File: config.mk
export PLATFORM = sky130hd
export DESIGN_NAME = display_480p
export DESIGN_NICKNAME = d
export VERILOG_FILES = /design/src/rtl/display_pkg.sv /design/src/rtl/display_480p.sv
export SDC_FILE = /design/constraint.sdc
export NUM_CORES = 1
export LEC_CHECK = 0
export BUFFER_PORTS_ARGS = -buffer_cell sky130_fd_sc_hd__buf_2
export CAP_MARGIN = 20
export CELL_PAD_IN_SITES_DETAIL_PLACEMENT = 2
export CELL_PAD_IN_SITES_GLOBAL_PLACEMENT = 2
export CORE_AREA = 4 4 84 102
export DETAILED_ROUTE_END_ITERATION = 10
export DIE_AREA = 0 0 88 106
export GPL_TIMING_DRIVEN = 0
export HOLD_SLACK_MARGIN = 0.15
export PLACE_DENSITY = 0.76
export SLEW_MARGIN = 20
export SYNTH_ARGS = -nofsm -noshare
export SYNTH_HDL_FRONTEND = slang
export SYNTH_SLANG_ARGS = --single-unit
File: constraint.sdc
create_clock -name clk_pix -period 3.4 [get_ports clk_pix]
set_input_delay 0.68 -clock clk_pix [delete_from_list [all_inputs] [get_ports clk_pix]]
set_output_delay 0.68 -clock clk_pix [all_outputs]
set_load 0.01 [all_outputs]
File: src/rtl/display_pkg.sv
// ============================================================================
// display_pkg
// ----------------------------------------------------------------------------
// Purpose:
//   Shared timing constants for the 640x480 @ 60 Hz display pipeline.
//   The timing generator uses these as its parameter defaults. Downstream
//   display stages import the same package so every stage agrees on the
//   raster geometry and sync polarities.
//
// Contents:
//   CORDW_480P           signed coordinate width used by the display stages
//   H_RES_480P           active pixels per line
//   V_RES_480P           active lines per frame
//   H_FP/H_SYNC/H_BP     horizontal front porch, sync width and back porch (pixels)
//   V_FP/V_SYNC/V_BP     vertical front porch, sync height and back porch (lines)
//   H_POL/V_POL          sync active level (0 = active-low)
//   H_TOTAL/V_TOTAL      derived full line length and full frame height
// ============================================================================
package display_pkg;

    localparam int CORDW_480P   = 16;

    localparam int H_RES_480P   = 640;
    localparam int V_RES_480P   = 480;

    localparam int H_FP_480P    = 16;
    localparam int H_SYNC_480P  = 96;
    localparam int H_BP_480P    = 48;

    localparam int V_FP_480P    = 10;
    localparam int V_SYNC_480P  = 2;
    localparam int V_BP_480P    = 33;

    localparam logic H_POL_480P = 1'b0;
    localparam logic V_POL_480P = 1'b0;

    // Full raster dimensions, blanking included (800 x 525 with defaults).
    localparam int H_TOTAL_480P = H_RES_480P + H_FP_480P + H_SYNC_480P + H_BP_480P;
    localparam int V_TOTAL_480P = V_RES_480P + V_FP_480P + V_SYNC_480P + V_BP_480P;

endpackage : display_pkg

File: src/rtl/display_480p.sv
// ============================================================================
// display_480p
// ----------------------------------------------------------------------------
// Purpose:
//   Raster timing generator for a 640x480 display. It walks a signed
//   (sx, sy) position across the full raster. Blanking sits at negative
//   coordinates, so the visible area starts at (0, 0). Sync, data-enable and
//   strobe outputs are generated for that position.
//
//   Every output is a register, and all of them are computed from the same
//   next position. The outputs seen in any cycle therefore describe exactly
//   one (sx, sy) with no skew between them.
//
// Parameters:
//   CORDW                signed coordinate width. It must be able to hold
//                        both V_STA and H_RES-1.
//   H_RES, V_RES         active pixels per line / active lines per frame
//   H_FP, H_SYNC, H_BP   horizontal porch and sync widths (pixels)
//   V_FP, V_SYNC, V_BP   vertical porch and sync heights (lines)
//   H_POL, V_POL         sync active level (0 = active-low)
//
// Ports:
//   clk_pix   in   pixel clock (only clock)
//   rst_pix   in   synchronous active-high reset
//   hsync     out  horizontal sync, at H_POL while asserted
//   vsync     out  vertical sync, at V_POL while asserted
//   de        out  data enable, high only for active pixels
//   frame     out  one-cycle strobe at the first position of each frame
//   line      out  one-cycle strobe at the first position of each line
//   sx        out  signed horizontal position
//   sy        out  signed vertical position
// ============================================================================
module display_480p
    import display_pkg::*;
#(
    parameter int   CORDW  = CORDW_480P,
    parameter int   H_RES  = H_RES_480P,
    parameter int   V_RES  = V_RES_480P,
    parameter int   H_FP   = H_FP_480P,
    parameter int   H_SYNC = H_SYNC_480P,
    parameter int   H_BP   = H_BP_480P,
    parameter int   V_FP   = V_FP_480P,
    parameter int   V_SYNC = V_SYNC_480P,
    parameter int   V_BP   = V_BP_480P,
    parameter logic H_POL  = H_POL_480P,
    parameter logic V_POL  = V_POL_480P
) (
    input  logic                    clk_pix,
    input  logic                    rst_pix,
    output logic                    hsync,
    output logic                    vsync,
    output logic                    de,
    output logic                    frame,
    output logic                    line,
    output logic signed [CORDW-1:0] sx,
    output logic signed [CORDW-1:0] sy
);

    // Raster landmarks as signed CORDW-bit constants. Every comparison below
    // is then signed on both sides. The blanking region starts at a negative
    // coordinate, so any unsigned comparison would put it after the active
    // area.
    localparam logic signed [CORDW-1:0] H_STA  = CORDW'(-(H_FP + H_SYNC + H_BP));
    localparam logic signed [CORDW-1:0] HS_STA = CORDW'(-(H_SYNC + H_BP));
    localparam logic signed [CORDW-1:0] HS_END = CORDW'(-H_BP - 1);
    localparam logic signed [CORDW-1:0] H_LAST = CORDW'(H_RES - 1);

    localparam logic signed [CORDW-1:0] V_STA  = CORDW'(-(V_FP + V_SYNC + V_BP));
    localparam logic signed [CORDW-1:0] VS_STA = CORDW'(-(V_SYNC + V_BP));
    localparam logic signed [CORDW-1:0] VS_END = CORDW'(-V_BP - 1);
    localparam logic signed [CORDW-1:0] V_LAST = CORDW'(V_RES - 1);

    localparam logic signed [CORDW-1:0] ZERO   = '0;
    localparam logic signed [CORDW-1:0] ONE    = CORDW'(1);

    logic signed [CORDW-1:0] r_sx;
    logic signed [CORDW-1:0] r_sy;
    logic                    r_hsync;
    logic                    r_vsync;
    logic                    r_de;
    logic                    r_frame;
    logic                    r_line;

    logic signed [CORDW-1:0] w_sxNext;
    logic signed [CORDW-1:0] w_syNext;
    logic                    w_hsyncNext;
    logic                    w_vsyncNext;
    logic                    w_deNext;
    logic                    w_frameNext;
    logic                    w_lineNext;

    // Next raster position. The vertical counter only moves on the cycle
    // where the horizontal counter wraps. The last line therefore wraps to
    // V_STA on the same edge that the last pixel wraps to H_STA.
    always_comb begin
        w_sxNext = r_sx + ONE;
        w_syNext = r_sy;
        if (r_sx == H_LAST) begin
            w_sxNext = H_STA;
            if (r_sy == V_LAST) begin
                w_syNext = V_STA;
            end else begin
                w_syNext = r_sy + ONE;
            end
        end
    end

    // All outputs decode the next position rather than the current one.
    // Registering them then lines the decoded flags up with the registered
    // coordinates in the same cycle.
    always_comb begin
        w_hsyncNext = ~H_POL;
        w_vsyncNext = ~V_POL;
        if ((w_sxNext >= HS_STA) && (w_sxNext <= HS_END)) begin
            w_hsyncNext = H_POL;
        end
        if ((w_syNext >= VS_STA) && (w_syNext <= VS_END)) begin
            w_vsyncNext = V_POL;
        end
        w_deNext    = (w_sxNext >= ZERO) && (w_syNext >= ZERO);
        w_lineNext  = (w_sxNext == H_STA);
        w_frameNext = (w_sxNext == H_STA) && (w_syNext == V_STA);
    end

    // Reset parks the raster at its first position. The strobes are held low
    // there, so the reset position produces no frame or line pulse. The first
    // edge after release then advances to H_STA+1.
    always_ff @(posedge clk_pix) begin
        if (rst_pix) begin
            r_sx    <= H_STA;
            r_sy    <= V_STA;
            r_hsync <= ~H_POL;
            r_vsync <= ~V_POL;
            r_de    <= 1'b0;
            r_frame <= 1'b0;
            r_line  <= 1'b0;
        end else begin
            r_sx    <= w_sxNext;
            r_sy    <= w_syNext;
            r_hsync <= w_hsyncNext;
            r_vsync <= w_vsyncNext;
            r_de    <= w_deNext;
            r_frame <= w_frameNext;
            r_line  <= w_lineNext;
        end
    end

    assign sx    = r_sx;
    assign sy    = r_sy;
    assign hsync = r_hsync;
    assign vsync = r_vsync;
    assign de    = r_de;
    assign frame = r_frame;
    assign line  = r_line;

endmodule : display_480p

==> results.cfg <==
[clock_tree]
post_cts.repair.setup_buffers = 0
root_buffer = sky130_fd_sc_hd__clkbuf_8
cts.htree.levels = 2
clk-insertion-delay-late_ns = 0.30
cts_tree = yes
cts.clk_slew.worst_paths_ns = 0.09
cts_hold_buffers = 0
clock_sink_count = 37
cts_inserted_buffers = 5
cts_max_path_buffers = 2
post_cts_resize_count = 1

[drt]
wire_per_inst_um = 19.2
via_per_inst = 5.60
drt_iter0_markers = 75
postRouteWirelength_um = 7970
number_of_iterations_in_the_first_detailed_routing_pass = 4
detail_route.drc_violations = 0
via_count = 2322
count_of_nets_left_with_antenna_violations_after_detail_routing = 0

[logic_synthesis]
synth_top_area_cell = sky130_fd_sc_hd__dfxtp_1
synthArstFlopShare = 0
yosysWarningCount = 0
sequential_fraction_of_the_synthesis_area = 0.334
share_of_the_synthesized_area_in_the_top_cell_type = 0.334
synth_edf_count = 0
mappedNetlistArea_um2 = 2220
synth_nets = 284
ys_dominant_reg_cell = sky130_fd_sc_hd__dfxtp_1
synth_top_cells_by_area = sky130_fd_sc_hd__dfxtp_1 (33%), sky130_fd_sc_hd__nand2_1 (4.7%), sky130_fd_sc_hd__nand3_1 (3.4%), sky130_fd_sc_hd__nor2_1 (3.4%), sky130_fd_sc_hd__xnor2_1 (3.2%)
ys_ff_latch = 37
netlist_instances = 279
synth_cell_types = 56
synthesis.area_per_instance_um2 = 7.95

[setup_path]
crit_path_max_fanout = 10
r2r_slack_ns = 0.21
arrival_time_at_the_worst_endpoint_ns = 3.38
rr_worst_depth = 9
cp-start-kind = register
critical_path.reg2reg.startpoint = sy[0]$_SDFF_PP1_
timing.critical_path.to_type = register
crit_required_ns = 3.58
worst-setup-path-type = register to register
worstReg2RegEnd = vsync$_SDFF_PP1_

[min_path]
timing.hold.worst.start = sx[0]$_SDFF_PP0_
timing.hold.worst_endpoint = sx[0]$_SDFF_PP0_
worstHoldPathType = register to register
min_delay_path_depth = 1

[cells_and_area]
drive_above_1_share = 0.232
layout_commonest_cell = sky130_fd_sc_hd__buf_2
layout_common_cells = sky130_fd_sc_hd__buf_2 (42), sky130_fd_sc_hd__dfxtp_1 (37), sky130_fd_sc_hd__nand2_1 (28), sky130_fd_sc_hd__nor2_1 (19), sky130_fd_sc_hd__nand3_1 (15)
seqCellArea_um2 = 741
finalNetCount = 327
num_antenna_cells = 0
nFillCells = 903
area_added_between_synthesis_and_finish_pct = 17.9
utilization = 0.345
multiInputGateArea_um2 = 1390

[sta]
setup-tns-final_ns = 0
relSlewSlack = 0.426
timing.fmax_ghz = 0.313
setup_violations = 0
final_max_slew_viol_count = 0
final_period_demand_of_the_worst_path_ns = 3.19
grt_setup_unrepaired = false
fin_worst_skew_ns = 0.0103
hold_slack_ns = 0.552
final.setup.worst_slack_ns = 0.209
hold_viol = 0
fin_crit_sh = 0.939
worst_slew_pin_slew_ns = 0.859

[placed_design]
place_hpwl_um = 6010
place.gp.congestion = 0.951
io_buffer_count = 37
dp_worst_setup_slack_ns = 0.0690

[outcome]
run_status = completed

[die]
die_area_um2 = 9330
die_width_um = 88
core_area_um2 = 7580
floorplan.die.height_um = 106
starting_density = 0.293
rows = 35
ios = 39

[global_routing]
grt_util_all_layers = 0.178
grt_pass1_vias = 2475
grt_pass1_wl_um = 13100
antenna_violations_before_repair = 0
gr-total-overflow = 0
grt_max_degree = 13

[flow_run]
drv_cap = 0

[pwr]
peakVddDrop_uv = 132
power_leakage_nw = 0.936
power.density_cell_area_nw_per_um2 = 314
## through the flow
step	cell area, um^2	cells	power, W
CTS	2610	416	0.000833
global placement	2520	408	0.000512
detailed placement	2520	408	0.000513
floorplan	2220	279	0.000493
global route	2620	415	0.000859
finish	2620	415	0.000821
## area by class of cell
cell class                      instances  area share
Clock inverter                          3     0.00670
Timing Repair Buffer                   37      0.0708
Inverter                                5     0.00718
Clock buffer                            5      0.0263
Buffer                                 17      0.0301
Tap cell                               92      0.0440
Multi-Input combinational cell        219       0.532
Sequential cell                        37       0.283
## layer usage
layer	wire, um	up-vias	global-route usage	share of wire
met5	0	-	0	0
met4	230	0	0.0636	0.029
li1	-	1099	-	-
met3	288	22	0.0287	0.036
met2	4040	58	0.315	0.51
met1	3420	1143	0.211	0.43
## synthesized netlist by cell type, drive strengths merged (7+ instances only)
master	n
dfxtp	37
nor3	10
nand2	28
and3	8
nand4	8
or2	9
nor4	7
a21oi	13
xnor2	8
nand3	15
o21ai	12
clkbuf	12
nor2	20
a31oi	8
## power by group
group          switching (W)  leakage, nW  internal, W
Combinational      0.0000312        0.592    0.0000221
Sequential         0.0000107        0.300     0.000439
Clock               0.000176       0.0439     0.000142
Total               0.000218        0.936     0.000603
## state kept, by name (all words and copies together), names as in the netlist
register / count
sx: 16
line: 1
vsync: 1
de: 1
frame: 1
hsync: 1
sy: 16
## logic make-up (layout without fill, tap and decap cells)
group,count (synthesis),count (layout),share of synthesized area
compound gates,64,64,0.192
xor+xnor,14,14,0.0553
fa+ha+maj,3,3,0.0169
buf+inv,23,67,0.0457
flops,37,37,0.334
mux,1,1,0.00451
simple gates,137,137,0.352
## critical path, cell delays in order (launching register included)
cell and delay (ns):
sky130_fd_sc_hd__dfxtp_1 0.50, sky130_fd_sc_hd__ha_1 0.41, sky130_fd_sc_hd__inv_1 0.14, sky130_fd_sc_hd__or3_4 0.44, sky130_fd_sc_hd__nor3_4 0.34, sky130_fd_sc_hd__buf_6 0.21, sky130_fd_sc_hd__o32ai_1 0.14, sky130_fd_sc_hd__a211oi_1 0.30
sky130_fd_sc_hd__nand4_1 0.18, sky130_fd_sc_hd__or3b_1 0.42
## worst max-delay path by stage
stage / from / end / slack (ns) / cells after the start
floorplan: sx[0]$_SDFF_PP0_ / vsync$_SDFF_PP1_ / 0.71 / 9
global placement: sx[0]$_SDFF_PP0_ / frame$_SDFF_PP0_ / 0.03 / 10
detailed placement: sx[0]$_SDFF_PP0_ / frame$_SDFF_PP0_ / 0.07 / 10
CTS: sx[0]$_SDFF_PP0_ / frame$_SDFF_PP0_ / 0.12 / 10
global route: sy[0]$_SDFF_PP1_ / vsync$_SDFF_PP1_ / 0.003 / 9
finish: sy[0]$_SDFF_PP1_ / vsync$_SDFF_PP1_ / 0.21 / 9
No activity file was read; power rests on OpenSTA's default activity.
